### config.mk
export PLATFORM = sky130hd
export DESIGN_NAME = fpga_permute_ctrl
export DESIGN_NICKNAME = d
export VERILOG_FILES = /design/src/rtl/fpga_permute_ctrl.sv
export SDC_FILE = /design/constraint.sdc
export NUM_CORES = 1
export LEC_CHECK = 0
export BUFFER_PORTS_ARGS = -buffer_cell sky130_fd_sc_hd__buf_2
export CAP_MARGIN = 5
export CORE_AREA = 2 2 39 41
export CTS_BUF_LIST = sky130_fd_sc_hd__clkbuf_4
export CTS_CLUSTER_DIAMETER = 60
export CTS_CLUSTER_SIZE = 10
export DETAILED_ROUTE_END_ITERATION = 7
export DIE_AREA = 0 0 41 43
export PLACE_DENSITY = 0.74
export SLEW_MARGIN = 20
export SYNTH_ARGS = -nofsm -noshare
export SYNTH_HDL_FRONTEND = slang
export SYNTH_SLANG_ARGS = --single-unit
### constraint.sdc
create_clock -name clk -period 4.4 [get_ports clk]
set_input_delay 0.22 -clock clk [delete_from_list [all_inputs] [get_ports clk]]
set_output_delay 0.22 -clock clk [all_outputs]
set_load 0.05 [all_outputs]
### src/rtl/fpga_permute_ctrl.sv
// fpga_permute_ctrl: Moore sequencing FSM for the FPGA permutation datapath.
// Walks the 5x5 cell memory one cell per iteration (read, write back,
// next-i computation, update) until the datapath flags done.
// Optional build macro: FCTRL_ADJ_LIMIT_EN bounds consecutive ADJ cycles
// to ADJ_MAX and traps in ERR on overrun; without it ERR is unreachable.
module fpga_permute_ctrl #(
    parameter int unsigned ADJ_MAX = 4,
    parameter int unsigned ITER_W  = 5
) (
    input  logic              clk,
    input  logic              rst,
    input  logic              start,
    input  logic              done,
    input  logic              sign,
    output logic              IJen,
    output logic              IJregen,
    output logic              initLine,
    output logic              firstread,
    output logic              read,
    output logic              write,
    output logic              writeVal,
    output logic              writeMemReg,
    output logic              ldTillPositive,
    output logic              waitCalNexti,
    output logic              update,
    output logic              ok,
    output logic              ready,
    output logic              busy,
    output logic [ITER_W-1:0] iter,
    output logic              err
);

    typedef enum logic [3:0] {
        S_IDLE,
        S_INIT,
        S_LOAD,
        S_READ,
        S_WRITE,
        S_CALC,
        S_ADJ,
        S_UPDATE,
        S_CHECK,
        S_FIN,
        S_ERR
    } state_t;

    state_t              state_q, state_d;
    logic [ITER_W-1:0]   iter_q;

`ifdef FCTRL_ADJ_LIMIT_EN
    localparam logic [2:0] ADJ_LAST = 3'(ADJ_MAX - 1);

    logic [2:0] adj_cnt_q;

    // ADJ run-length counter: cleared while in CALC (the only way into ADJ)
    always_ff @(posedge clk or negedge rst) begin
        if (!rst) begin
            adj_cnt_q <= '0;
        end else if (state_q == S_CALC) begin
            adj_cnt_q <= '0;
        end else if (state_q == S_ADJ) begin
            adj_cnt_q <= adj_cnt_q + 3'd1;
        end
    end
`else
    logic unused_adj_max;
    assign unused_adj_max = (ADJ_MAX == 0);
`endif

    // State register
    always_ff @(posedge clk or negedge rst) begin
        if (!rst) begin
            state_q <= S_IDLE;
        end else begin
            state_q <= state_d;
        end
    end

    // Completed-iteration counter: cleared on accepted start, saturating
    always_ff @(posedge clk or negedge rst) begin
        if (!rst) begin
            iter_q <= '0;
        end else if (state_q == S_IDLE && start) begin
            iter_q <= '0;
        end else if (state_q == S_UPDATE && iter_q != '1) begin
            iter_q <= iter_q + ITER_W'(1);
        end
    end

    // Next-state logic
    always_comb begin
        state_d = state_q;
        unique case (state_q)
            S_IDLE:   if (start) state_d = S_INIT;
            S_INIT:   state_d = S_LOAD;
            S_LOAD:   state_d = S_READ;
            S_READ:   state_d = S_WRITE;
            S_WRITE:  state_d = S_CALC;
            S_CALC:   state_d = S_ADJ;
            S_ADJ: begin
                if (!sign) begin
                    state_d = S_UPDATE;
`ifdef FCTRL_ADJ_LIMIT_EN
                end else if (adj_cnt_q == ADJ_LAST) begin
                    state_d = S_ERR;
`endif
                end
            end
            S_UPDATE: state_d = S_CHECK;
            S_CHECK:  state_d = done ? S_FIN : S_READ;
            S_FIN:    state_d = S_IDLE;
            S_ERR:    state_d = S_ERR;
            default:  state_d = S_IDLE;
        endcase
    end

    // Moore output decode: every control depends on state only
    always_comb begin
        IJen           = 1'b0;
        IJregen        = 1'b0;
        initLine       = 1'b0;
        firstread      = 1'b0;
        read           = 1'b0;
        write          = 1'b0;
        writeVal       = 1'b0;
        writeMemReg    = 1'b0;
        ldTillPositive = 1'b0;
        waitCalNexti   = 1'b0;
        update         = 1'b0;
        ok             = 1'b0;
        ready          = 1'b0;
        busy           = 1'b1;
        err            = 1'b0;
        unique case (state_q)
            S_IDLE: begin
                ready = 1'b1;
                busy  = 1'b0;
            end
            S_INIT: begin
                initLine  = 1'b1;
                firstread = 1'b1;
                IJen      = 1'b1;
            end
            S_LOAD: begin
                IJen    = 1'b1;
                IJregen = 1'b1;
            end
            S_READ: begin
                read        = 1'b1;
                writeVal    = 1'b1;
                writeMemReg = 1'b1;
            end
            S_WRITE:  write = 1'b1;
            S_CALC:   ldTillPositive = 1'b1;
            S_ADJ: begin
                ldTillPositive = 1'b1;
                waitCalNexti   = 1'b1;
            end
            S_UPDATE: begin
                update  = 1'b1;
                IJregen = 1'b1;
            end
            S_CHECK:  ;
            S_FIN:    ok = 1'b1;
            S_ERR: begin
                busy = 1'b0;
`ifdef FCTRL_ADJ_LIMIT_EN
                err  = 1'b1;
`endif
            end
            default: begin
                busy = 1'b0;
            end
        endcase
    end

    assign iter = iter_q;

endmodule

; ---- Yosys cells after proc, flatten, opt, wreduce, memory -nomap -nowiden
; Cells that the tools add are included.
; W data, S select, Z words.
[totals]
reg_bits = 9
in_bits = 5
output_inout_bits = 20
wordCells = 42
[op_classes]
addsub = 1
n_eq_ne = 13
mux = 17
reduce_logical = 9
[op_table]
columns = op, n
row1 = $pmux W4 S10, 1
row2 = $eq A4 B3 Y1 const B, 4
row3 = $eq A4 B4 Y1 const B, 3
row4 = $mux W4, 3
row5 = $mux W1, 11
row6 = $mux W5, 2
row7 = $reduce_or A9 Y1, 1
row8 = $eq A4 B2 Y1 const B, 2
row9 = $reduce_or A2 Y1, 3
row10 = $add A5 B1 Y5 const B, 1
row11 = $ne A5 B5 Y1 const B, 1
row12 = $eq A4 B1 Y1 const B, 1
row13 = $logic_not A4 Y1, 1
row14 = $ne A2 B2 Y1 const B, 2
row15 = $logic_and A1 B1 Y1, 2
row16 = $reduce_and A2 Y1, 1
row17 = $reduce_bool A2 Y1, 1

; ---- Longest topological paths before layout
; Gate-level depths: netlist of run 1.
[logic_depth]
word_depth = 4
depth_mapped = 6
mapped_depth_nobuf = 6

; ---- Worst setup path after synthesis of run 1
; Ideal clock, no wire load.
[synth_path]
path_kind = register to output
startpoint = reg state_q[0]
endpoint = out busy
arrival_ps = 2841
setup_slack_ps = 1339
path_stages_with_launch = 3
n_path_buf = 0
cell_sequence = dfrtp_1 > nor4_1 > a21oi_1
[synth_via]
elab_chain_len = 3
elab_cells_between_ends = 11
classes_between = eq/ne (9) / mux (1) / reduce/logical (1)
[synth_lines]
columns = item, line_no
row1 = "start, declared", 47  ; state_t state_q, state_d;
row2 = "start signal, assigned", 75  ; state_q <= state_d;
row3 = $eq A4 B3 Y1 (tied with other cells), 134  ; unique case (state_q)
row4 = $reduce_or A9 Y1 (no source line) *, --
row5 = $mux W1 *, 134
row6 = "end, declared", 28  ; output logic busy,
; Mark *: on every way between the ends. The rest lies on a longest branch, timed or not.

; ---- Worst setup path after layout of run 1
[layout_path]
startpoint = reg state_q[0]
endpoint = out ready
[layout_via]
elab_chain_len = 2
[layout_lines]
columns = item, line_no
row1 = $logic_not A4 Y1, 134
row2 = $mux W1, 134
row3 = "end, declared", 27  ; output logic ready,
; No other way between the ends.

==> flow_summary.json, run 1 <==
{
  "worst_pin_slew_ns": 0.5853,
  "antenna_found_initial": 0,
  "finish.instance_area_sq_um": 740.7,
  "dr.pass1.iters": 2,
  "diodes": 0,
  "rows": 14,
  "ys_dominant_reg_cell": "dfrtp_1",
  "min_to": "state_q[0]",
  "nets": 99,
  "fp.coreArea_sq_mm": 0.001384,
  "cts_tree": "built",
  "syn-cell-area_sq_um": 610.6,
  "grtUsageTotal_pct": 16.41,
  "io_buffers": 23,
  "antenna_left": 0,
  "total_power_uw": 156.6,
  "worst_setup_path_end_kind": "output pin",
  "synth_cell_types": 29,
  "areaGrowthSynthToFinish_pct": 21.31,
  "r2r_cells": 5,
  "clockRootBuffer": "clkbuf_4",
  "outcome": "complete, no violations",
  "yosysWarnings": 0,
  "finClkSkew_ns": 0.0002738,
  "finalMaxSlewViolations": 0,
  "post-synth-top-count-cell": "dfrtp_1",
  "overflow": 0,
  "hold_viol_final": 0,
  "synth_top_area_share_pct": 36.89,
  "reg2reg_slack_ns": 2.61,
  "drc_errors": 0,
  "place_area_sq_um": 700.7,
  "dpl_worst_slack_ns": 2.613,
  "worstPathCellList": "nor4_1 > buf_2",
  "yosysTopAreaCell": "dfrtp_1",
  "syn_inst": 71,
  "arrival_ns": 1.77,
  "drive_above_1_share_pct": 32.97,
  "p_leak_nw": 0.3483,
  "final_util_pct": 53.53,
  "power_density_mw_per_mm2": 211.4,
  "holdCritPathClass": "input pin to flip-flop",
  "final.setup.tns_ns": 0,
  "die_w_um": 41,
  "path_class": "flip-flop to output pin",
  "start_util_pct": 44.12,
  "grt_pass1_vias": 452,
  "critPathTopFamily": "simple AND/OR/NAND/NOR gates",
  "r2r_end": "iter[3]",
  "grt_max_degree": 17,
  "cts_sinks": 9,
  "clk_latency_ns": 0.25,
  "io_pins": 25,
  "synthTopCellsByArea": "dfrtp_1, a21oi_1, buf_4",
  "setup_viol": 0,
  "slew_headroom_pct": 60.62,
  "gp_congestion": 0.7028,
  "rr_startpoint": "iter[0]",
  "ys_seq_elements": 9,
  "hold_path_startpoint": "sign",
  "drt_wl_total_um": 1180,
  "critPathMaxStageDelay_ns": 0.61,
  "min_delay_path_depth": 3,
  "crit_path_start_kind": "flip-flop",
  "crit_required_ns": 4.18,
  "synth-edff-count": 0,
  "synthArstFlopShare_pct": 100.0,
  "fin_crit_sh_pct": 45.27,
  "setup_ws_ns": 2.408,
  "wl_per_cell_um": 11.03,
  "grt_pass1_wl_um": 1987,
  "drt_iter0_markers": 5,
  "critPathBufInv": 1,
  "post_cts_buffers": 0,
  "die_height_um": 43,
  "cts_max_path_buffers": 2,
  "dp_hpwl_um": 904.6,
  "rsz0062_at_grt": "no",
  "die-area_sq_mm": 0.001763,
  "path_clk_slew_ns": 0.06,
  "cp_slowest_cell": "nor4_1",
  "syn_avg_cell_area_sq_um": 8.600,
  "maxCapViolCount": 0,
  "cts.htree.levels": 1,
  "synth.net_count": 78,
  "ir_drop_mv": 0.1000,
  "ctsResizeCount": 0,
  "max_freq_mhz": 502.1,
  "via_count": 576,
  "synth_common_cells": "dfrtp_1, a21oi_1",
  "viasPerCell": 5.383,
  "numCtsBuffers": 3,
  "yosysSeqAreaShare_pct": 36.89,
  "finalCriticalPeriod_ns": 1.992,
  "cp_max_fo": 12
}
==> kinds of logic (layout without fill, tap and decap cells) <==
logic type | count (synthesis) | count (layout) | share of synthesized area [%]
and+or+nand+nor | 27 | 27 | 26.64
DFF | 9 | 9 | 36.89
buffers and inverters | 11 | 31 | 9.221
muxes | 1 | 1 | 1.844
other | 1 | 1 | 0.6142
xor gates and xnor gates | 3 | 3 | 4.304
adders and majority gates | 2 | 2 | 4.098
AOI/OAI and AO/OA | 17 | 17 | 16.39
==> worst max-delay path by stage <==
| stage | from | endpoint | slack (ns) | cells past startpoint |
|---|---|---|---|---|
| 2_1_floorplan | state_q[0] | busy | 1.34 | 2 |
| 3_3_place_gp | iter[0] | iter[3] | 2.67 | 5 |
| 3_5_place_dp | iter[0] | iter[3] | 2.61 | 5 |
| 4_1_cts | state_q[0] | ready | 2.40 | 2 |
| 5_1_grt | state_q[0] | ready | 2.32 | 2 |
| 6_report | state_q[0] | ready | 2.41 | 2 |
==> layout make-up <==
cell class	count	area (sq um)
tap	16	20.02
inverter	3	11.26
sequential	9	225.2
multi-input combinational	51	329.1
fill	142	643.1
clock buffer	4	30.03
timing repair buffer	24	125.1
==> flip-flops by register name, indices dropped and copies added (netlist names) <==
| register | cells |
|---|---|
| state_q | 4 |
| iter | 5 |
==> timing repair <==
action	in CTS	in global routing
hold buffers	1	0
endpoints found under the setup margin	0	0
endpoints found under the hold margin	9	0
==> per-layer routing <==
| metal | vias up | part of all wire [%] | global-route usage, % |
|---|---|---|---|
| li1 | 285 | - | - |
| met1 | 270 | 48 | 21.85 |
| met2 | 19 | 45 | 24.38 |
| met3 | 2 | 6.1 | 3.141 |
| met4 | 0 | 0.85 | 8.000 |
| met5 | - | 0 | 0 |
==> cells in the final DEF (no fill, tap or decap) <==
cell and count:
a21o_1 1, conb_1 1, and3_1 1, dlygate4sd3_1 1, o22ai_1 1, and2_1 1, nand2b_1 3, dfrtp_1 9
or3_1 1, nand3_1 4, buf_2 23, inv_1 3, ha_1 2, xor2_1 2, nor4_1 1, o31ai_1 3
nand2_1 3, clkbuf_4 4, nor2_1 4, nor3b_1 2, nor3_1 4, a2bb2oi_1 1, mux2_2 1, o21ai_0 3
a21oi_1 8, or4_1 1, or2_2 1, xnor2_1 1, nand4b_4 1
==> tightest hold or removal path: stages <==
cell and delay, ns:
buf_2 0.07, a21o_1 0.10, a21oi_1 0.05
==> stage by stage <==
stage | instances | hold slack (ns)
global route | 107 | 0.2359
floorplan | 71 | -0.07559
global placement | 102 | 0.08026
detailed placement | 102 | 0.08782
finish | 107 | 0.2366
CTS | 107 | 0.2311
==> power by group <==
part / internal (mW) / switching (mW) / total [mW]
Sequential: 0.0827 / 0 / 0.0827
Clock: 0.0410 / 0.0266 / 0.0676
Combinational: 0.00208 / 0.00416 / 0.00624
(Power assumes the default switching activity.)
==> run 2, diff against run 1 <==
clock period = 1.94 ns   (was 4.4 ns; I/O delays follow)
==> run 2 against run 1 <==
Clock skew about the same. Register-to-register slack got worse by 2.5 ns. First-iteration DRC count grew 140%. Global-route usage increased by 1.9 points. Count of clock-buffer cells in the layout is the same. Hold slack worse by 0.12 ns. Non-clock buffer count grew 2. Design area up 6.9%. Combinational power grew 130%. Clock power grew 130%. Sequential power grew 130%. Total power up 130%. Critical endpoint is now iter[3]. Largest power group unchanged. Highest routed layer unchanged.
==> flow_summary.json, run 2 (same netlist as run 1, synthesis figures left out) <==
{
  "outcome": "complete, no violations",
  "p_leak_nw": 0.3637,
  "largest_reg_flops": 5,
  "arrival_ns": 2.00,
  "finalNonFillerCells": 109,
  "hold_viol_final": 0,
  "crit_required_ns": 2.12,
  "wl_per_cell_um": 11.99,
  "power_density_mw_per_mm2": 450.4,
  "path_clk_slew_ns": 0.06,
  "cts_tree": "built",
  "diodes": 0,
  "whs_ns": 0.1129,
  "drt_iter0_markers": 12,
  "antenna_left": 0,
  "met1_usage_pct": 25.42,
  "use_met2_pct": 25.00,
  "dr.pass1.iters": 2,
  "drive_above_1_share_pct": 41.94,
  "cts_sinks": 9,
  "grtUsageTotal_pct": 18.29,
  "nets": 101,
  "start_util_pct": 44.12,
  "drt_wl_total_um": 1307,
  "drc_errors": 0,
  "post_cts_buffers": 0,
  "mostFrequentLayoutCell": "buf_2",
  "viasPerCell": 5.321,
  "use_met3_pct": 3.141,
  "clockRootBuffer": "clkbuf_4",
  "via_count": 580,
  "worst_pin_slew_ns": 0.5028,
  "numCtsBuffers": 3,
  "antenna_found_initial": 0,
  "die_height_um": 43,
  "finish.instance_area_sq_um": 792.0,
  "die_w_um": 41,
  "dp_hpwl_um": 958.9,
  "worst_setup_path_end_kind": "flip-flop",
  "total_power_uw": 356.7,
  "holdCritPathClass": "input pin to flip-flop",
  "io_buffers": 23,
  "rows": 14,
  "fin_crit_sh_pct": 93.66,
  "place_area_sq_um": 752.0,
  "final.setup.tns_ns": 0,
  "cts.htree.levels": 1,
  "grt_max_degree": 13,
  "max_freq_mhz": 550.3,
  "finalMaxSlewViolations": 0,
  "finalCriticalPeriod_ns": 1.817,
  "grt_pass1_vias": 495,
  "grt_most_used_layer": "met1",
  "gp_congestion": 0.6879,
  "areaGrowthSynthToFinish_pct": 29.71,
  "die-area_sq_mm": 0.001763,
  "finClkSkew_ns": 0.0005708,
  "io_pins": 25,
  "clk_latency_ns": 0.25,
  "maxCapViolCount": 0,
  "crit_path_start_kind": "flip-flop",
  "mostFrequentLayoutCells": "buf_2, dfrtp_1, a21oi_1",
  "cp_max_fo": 7,
  "ir_drop_mv": 0.2408,
  "rsz0062_at_grt": "no",
  "slew_headroom_pct": 66.48,
  "cts_max_path_buffers": 2,
  "ctsResizeCount": 0,
  "fp.coreArea_sq_mm": 0.001384,
  "path_class": "flip-flop to flip-flop",
  "grt_pass1_wl_um": 2166,
  "setup_viol": 0,
  "overflow": 0,
  "place_inst": 104
}
-- run 2: worst max-delay path: stages, from the launching register on --
cell and delay [ns]:
dfrtp_1 0.42, ha_1 0.23, and3_1 0.19, ha_1 0.25, or4_1 0.52, a21oi_1 0.14
-- run 2: timing repair --
action / in CTS / in global routing
setup endpoints to repair: 0 / 0
endpoints found under the hold margin: 9 / 0
hold buffers: 1 / 0
-- run 2: per-layer routing --
metal / vias to the layer above / part of all wire (%) / routed length, um
met5: - / 0 / 0
met2: 20 / 46 / 601
met3: 2 / 6.9 / 90
met1: 270 / 46 / 603
met4: 0 / 0.92 / 12
li1: 288 / - / -
-- run 2: final timing paths --
| check | slack, ns | depth (start not counted) | endpoint | startpoint |
|---|---|---|---|---|
| max | 0.12 | 5 | iter[3] | iter[0] |
| min reg2reg | 0.57 | 2 | iter[3] | iter[3] |
| min in group asynchronous | 0.22 | 2 | iter[3] | rst |
| max in group asynchronous | 1.54 | 2 | iter[2] | rst |
| max reg2reg | 0.12 | 5 | iter[3] | iter[0] |
| min | 0.11 | 3 | state_q[0] | sign |
-- run 2: layout make-up --
cell class	count	area, sq um
tap	16	20.02
sequential	9	225.2
inverter	3	11.26
multi-input combinational	51	365.4
clock buffer	4	30.03
fill	116	591.8
timing repair buffer	26	140.1
-- run 2: report_power, final --
| part | total, mW | switching (mW) | internal [mW] |
|---|---|---|---|
| Combinational | 0.0143 | 0.00959 | 0.00472 |
| Sequential | 0.188 | 0 | 0.188 |
| Clock | 0.155 | 0.0617 | 0.0930 |
-- run 2: stage by stage --
| step | worst slack [ns] | util (%) |
|---|---|---|
| after floorplan | -0.1798 | - |
| after global placement | 0.2194 | 54.34 |
| after detailed placement | 0.1521 | 54.34 |
| after CTS | 0.1381 | 57.23 |
| after global routing | 0.05211 | 57.23 |
| final | 0.1229 | 57.23 |
